## src/rtl/sdram_arbiter_pkg.sv

```systemverilog
// Shared SDRAM command codes and arbiter state type.
// Commands are packed as {cs_n, ras_n, cas_n, we_n}.
package sdram_arbiter_pkg;

   localparam logic [3:0] CMD_LOAD_MODE_REGISTER = 4'b0000;
   localparam logic [3:0] CMD_REFRESH            = 4'b0001;
   localparam logic [3:0] CMD_PRECHARGE          = 4'b0010;
   localparam logic [3:0] CMD_ACTIVE             = 4'b0011;
   localparam logic [3:0] CMD_WRITE              = 4'b0100;
   localparam logic [3:0] CMD_READ               = 4'b0101;
   localparam logic [3:0] CMD_BURST_STOP         = 4'b0110;
   localparam logic [3:0] CMD_NO_OPERATION       = 4'b0111;

   typedef enum logic [2:0] {
      StIdle,
      StArbit,
      StAref,
      StWrite,
      StRead
   } arb_state_e;

endpackage

```

## src/rtl/sdram_arbiter.sv

```systemverilog
// Shares the SDRAM command/address/data bus between the init, refresh, write and read engines.
// Init owns the bus until init_end_i; afterwards fixed priority refresh > write > read.
module sdram_arbiter
   import sdram_arbiter_pkg::*;
#(
   parameter int unsigned DATA_W = 16,
   parameter int unsigned ADDR_W = 13
) (
   input  logic              sys_clk_i,
   input  logic              rst_n_i,

   input  logic [3:0]        init_cmd_i,
   input  logic [1:0]        init_ba_i,
   input  logic [ADDR_W-1:0] init_addr_i,
   input  logic              init_end_i,

   input  logic              aref_req_i,
   input  logic              aref_end_i,
   input  logic [3:0]        aref_cmd_i,
   input  logic [1:0]        aref_ba_i,
   input  logic [ADDR_W-1:0] aref_addr_i,

   input  logic              wr_req_i,
   input  logic              wr_end_i,
   input  logic [3:0]        wr_cmd_i,
   input  logic [1:0]        wr_ba_i,
   input  logic [ADDR_W-1:0] wr_addr_i,
   input  logic              wr_sdram_en_i,
   input  logic [DATA_W-1:0] wr_data_i,

   input  logic              rd_req_i,
   input  logic              rd_end_i,
   input  logic [3:0]        rd_cmd_i,
   input  logic [1:0]        rd_ba_i,
   input  logic [ADDR_W-1:0] rd_addr_i,

   output logic              aref_en_o,
   output logic              wr_en_o,
   output logic              rd_en_o,

   output logic              sdram_cke_o,
   output logic              sdram_cs_n_o,
   output logic              sdram_ras_n_o,
   output logic              sdram_cas_n_o,
   output logic              sdram_we_n_o,
   output logic [1:0]        sdram_ba_o,
   output logic [ADDR_W-1:0] sdram_addr_o,
   output logic [DATA_W-1:0] sdram_dq_o,
   output logic              sdram_dq_oe_o
);

   arb_state_e        r_state;
   logic              r_aref_en;
   logic              r_wr_en;
   logic              r_rd_en;
   logic [3:0]        w_cmd;
   logic [1:0]        w_ba;
   logic [ADDR_W-1:0] w_addr;

   // Grants are set on the same edge as the state, so each is high exactly in its state.
   always_ff @(posedge sys_clk_i or negedge rst_n_i) begin
      if (!rst_n_i) begin
         r_state   <= StIdle;
         r_aref_en <= 1'b0;
         r_wr_en   <= 1'b0;
         r_rd_en   <= 1'b0;
      end else begin
         case (r_state)
            StIdle: begin
               if (init_end_i) r_state <= StArbit;
            end
            StArbit: begin
               if (aref_req_i) begin
                  r_state   <= StAref;
                  r_aref_en <= 1'b1;
               end else if (wr_req_i) begin
                  r_state <= StWrite;
                  r_wr_en <= 1'b1;
               end else if (rd_req_i) begin
                  r_state <= StRead;
                  r_rd_en <= 1'b1;
               end
            end
            StAref: begin
               if (aref_end_i) begin
                  r_state   <= StArbit;
                  r_aref_en <= 1'b0;
               end
            end
            StWrite: begin
               if (wr_end_i) begin
                  r_state <= StArbit;
                  r_wr_en <= 1'b0;
               end
            end
            StRead: begin
               if (rd_end_i) begin
                  r_state <= StArbit;
                  r_rd_en <= 1'b0;
               end
            end
            default: begin
               r_state   <= StIdle;
               r_aref_en <= 1'b0;
               r_wr_en   <= 1'b0;
               r_rd_en   <= 1'b0;
            end
         endcase
      end
   end

   always_comb begin
      w_cmd  = CMD_NO_OPERATION;
      w_ba   = 2'b11;
      w_addr = '1;
      case (r_state)
         StIdle: begin
            w_cmd  = init_cmd_i;
            w_ba   = init_ba_i;
            w_addr = init_addr_i;
         end
         StAref: begin
            w_cmd  = aref_cmd_i;
            w_ba   = aref_ba_i;
            w_addr = aref_addr_i;
         end
         StWrite: begin
            w_cmd  = wr_cmd_i;
            w_ba   = wr_ba_i;
            w_addr = wr_addr_i;
         end
         StRead: begin
            w_cmd  = rd_cmd_i;
            w_ba   = rd_ba_i;
            w_addr = rd_addr_i;
         end
         default: begin
            w_cmd  = CMD_NO_OPERATION;
            w_ba   = 2'b11;
            w_addr = '1;
         end
      endcase
   end

   assign aref_en_o     = r_aref_en;
   assign wr_en_o       = r_wr_en;
   assign rd_en_o       = r_rd_en;
   assign sdram_cke_o   = 1'b1;
   assign sdram_cs_n_o  = w_cmd[3];
   assign sdram_ras_n_o = w_cmd[2];
   assign sdram_cas_n_o = w_cmd[1];
   assign sdram_we_n_o  = w_cmd[0];
   assign sdram_ba_o    = w_ba;
   assign sdram_addr_o  = w_addr;
   assign sdram_dq_o    = wr_data_i;
   // Decoded from the async-reset state, so it drops as soon as reset asserts.
   assign sdram_dq_oe_o = (r_state == StWrite) && wr_sdram_en_i;

endmodule

```

## config.mk

```make
export PLATFORM = sky130hd
export DESIGN_NAME = sdram_arbiter
export DESIGN_NICKNAME = d
export VERILOG_FILES = /design/src/rtl/sdram_arbiter_pkg.sv /design/src/rtl/sdram_arbiter.sv
export SDC_FILE = /design/constraint.sdc
export NUM_CORES = 1
export LEC_CHECK = 0
export CAP_MARGIN = 0
export CORE_MARGIN = 5
export CORE_UTILIZATION = 25
export DETAILED_ROUTE_END_ITERATION = 12
export GPL_TIMING_DRIVEN = 0
export PLACE_DENSITY = 0.8
export SLEW_MARGIN = 20
export SYNTH_ARGS = -nofsm -noshare
export SYNTH_HDL_FRONTEND = slang
export SYNTH_SLANG_ARGS = --single-unit
```

## constraint.sdc

```tcl
create_clock -name sys_clk_i -period 2.3 [get_ports sys_clk_i]
set_clock_uncertainty 0.2 [all_clocks]
set_input_delay 0.46 -clock sys_clk_i [delete_from_list [all_inputs] [get_ports sys_clk_i]]
set_output_delay 0.46 -clock sys_clk_i [all_outputs]
set_load 0.005 [all_outputs]
```

==> flow_summary.toml <==
[outcome]
status = "finished, final reports clean"

[final_layout]
seqCellArea_um2 = 153.9
drive_above_1_share_pct = 30.08
nFillCells = 382
antenna_cells = 0
nets = 370
final_util_pct = 61.40
area_growth_pct = 136.2
stdcell_count = 316
multiInputGateArea_um2 = 734.5
stdcell_area_mm2 = 0.002474

[timing]
slew_violations = 0
holdWs_ns = 0.2921
finalSetupViolations = 0
timing.final.ws_setup_ns = 0.05169
setup_tns_ns = 0
fmax_ghz = 0.4448
fin_crit_sh_pct = 97.75
fin_crit_ns = 2.248
finalHoldViolCount = 0

[logic_synthesis]
syn_area_mm2 = 0.001047
yosys.cell_types.count = 31
ys_ff_latch = 6
synth_common_cells = "a21oi_1, buf_4, mux2i_1"
yosysTopAreaCellShare_pct = 16.25
yosys_warnings = 0
synth_cells = 132
synth_area_leaders = "mux2i_1, dfrtp_1, buf_4, o22ai_2, a21oi_1"
synth_edf_count = 0
postSynthAreaPerCell_um2 = 7.934
synth_top_area_cell = "mux2i_1"
ys_seq_area_share_pct = 14.34
synth_ff_type = "dfrtp_1"
synth_most_common_cell = "a21oi_1"
syn_nets = 234
synthArstFlopShare_pct = 100.0

[placed_design]
io_buffers = 124
placed_cells = 306
gp_congestion = 0.7985
place_ws_ns = -0.3458
dp_hpwl_mm = 4.258
placed_area_mm2 = 0.002351

[floorplanning]
die_area_mm2 = 0.005583
die_y_um = 74.72
io-pin-count = 142
die_w_um = 74.72
rows = 23
core_area_mm2 = 0.004029
start_util_pct = 25.99

[drt]
vias_per_cell = 4.823
vias = 1524
detail_route.wl_per_cell_um = 16.70
drc_errors = 0
drt_pre_antenna_iters = 4
drtAntennaViolNets = 0
first_iter_violations = 12
drt-total-wl_mm = 5.278

[pwr]
p_leak_nw = 1.046
power.total_mw = 1.869
powerDensity_mw_per_mm2 = 755.7
ir_drop_mv = 0.4749
p_clk_share_pct = 8.4
power_frac_comb_pct = 81.2
internal_power_mw = 1.121
p_switching_uw = 748.0
seqPwrFrac_pct = 10.4
switching_share_pct = 40.01

[setup_path]
cp-start-kind = "input pin"
r2r-end = "wr_en_o$_DFFE_PN0P_"
cp_data_arrival_time_ns = 1.59
r2r_start = "r_state[2]$_DFFE_PN0P_"
worstSetupEndpointType = "output pin"
path_max_fanout = 1
crit_type = "in2out"
rr_worst_depth = 6
reg2reg_setup_slack_ns = 0.52
cp.required_ns = 1.64

[min_path]
hold_class = "in2async"

[clock_tree]
hold_buffers = 0
cts_tree = "built"
htreeDepth = 1
clockBufferDepth = 2
cts-root-buf = "clkbuf_8"
clkLatencyLatePin_ns = 0.22
clock-sinks = 6
clk_pin_slew_worst_paths_ns = 0.03
cts_buffers = 3

[grt]
grt_pass1_vias = 1482
grt_max_degree = 11
antenna_found_initial = 0
grt-ovfl-total = 0
grt_pass1_wl_mm = 7.162
grt_usage_pct = 16.48

[flow_run]
maxCapViolCount = 0
==> layout make-up <==
type                       count  area share [%]
buffer                        25           8.245
timing repair buffer         135           51.04
inverter                       4          0.6070
multi-input combinational     93           29.69
clock buffer                   3           1.669
sequential                     6           6.222
tap                           50           2.529
==> power groups by stage <==
| stage | clock, mW | combinational [mW] | sequential, mW |
|---|---|---|---|
| final | 0.156 | 1.52 | 0.195 |
| after global routing | 0.165 | 1.64 | 0.202 |
| after CTS | 0.159 | 1.44 | 0.197 |
| after detailed placement | 0 | 1.52 | 0.172 |
| after global placement | 0 | 1.51 | 0.171 |
| after floorplan | 0 | 0.759 | 0.173 |
==> flip-flops by register name, indices dropped and copies added (netlist names) <==
name / flops
r_state: 3
wr_en_o: 1
rd_en_o: 1
aref_en_o: 1
==> timing repair <==
item	in CTS	in global routing
gates resized for setup	82	14
setup endpoints to repair	20	20
buffers inserted	4	6
pin swaps	2	2
hold endpoints to repair	0	0
gates cloned	1	0
==> cells by family (layout without fill, tap and decap cells) <==
family | after synthesis | after routing | share of synthesized area [%]
AOI/OAI and AO/OA | 50 | 50 | 33.81
buffers and inverters | 33 | 167 | 21.62
and+or+nand+nor | 23 | 23 | 11.47
muxes | 19 | 19 | 18.40
DFF | 6 | 6 | 14.34
other | 1 | 1 | 0.3581
==> worst max-delay path: stages <==
cell             delay (ns)
clkdlybuf4s50_1        0.41
mux2_2                 0.27
o22ai_1                0.14
a21oi_1                0.09
clkdlybuf4s15_1        0.21
==> cell usage in the layout (no fill, tap or decap), types with 3 or more instances in the layout <==
cell and instances:
clkdlybuf4s50_1 105, buf_4 26, a21oi_1 20, buf_2 19, mux2i_1 17, o22ai_2 11
inv_1 4, nand2_1 4, o22ai_1 4, nor2_1 4, nand3_1 4, o21ai_0 4
clkbuf_2 3, o22ai_4 3, dfrtp_1 3, clkbuf_8 3, dfrtp_2 3
==> worst max-delay path by stage <==
stage,to,slack [ns],start
5_1_grt,sdram_dq_oe_o,-0.006,r_state[2]$_DFFE_PN0P_
4_1_cts,sdram_addr_o[1],-0.01,r_state[2]$_DFFE_PN0P_
3_3_place_gp,sdram_we_n_o,-0.34,r_state[1]$_DFFE_PN0P_
3_5_place_dp,sdram_we_n_o,-0.35,r_state[1]$_DFFE_PN0P_
6_report,sdram_addr_o[1],0.05,aref_addr_i[1]
2_1_floorplan,sdram_addr_o[0],0.34,r_state[2]$_DFFE_PN0P_
==> routing by layer <==
layer | track usage, % | vias up | wire length, um
li1 | - | 743 | -
met1 | 19.01 | 688 | 1949
met2 | 31.02 | 91 | 2707
met3 | 4.272 | 2 | 606
met4 | 2.372 | 0 | 14
met5 | 0 | - | 0
(Power assumes the default switching activity.)
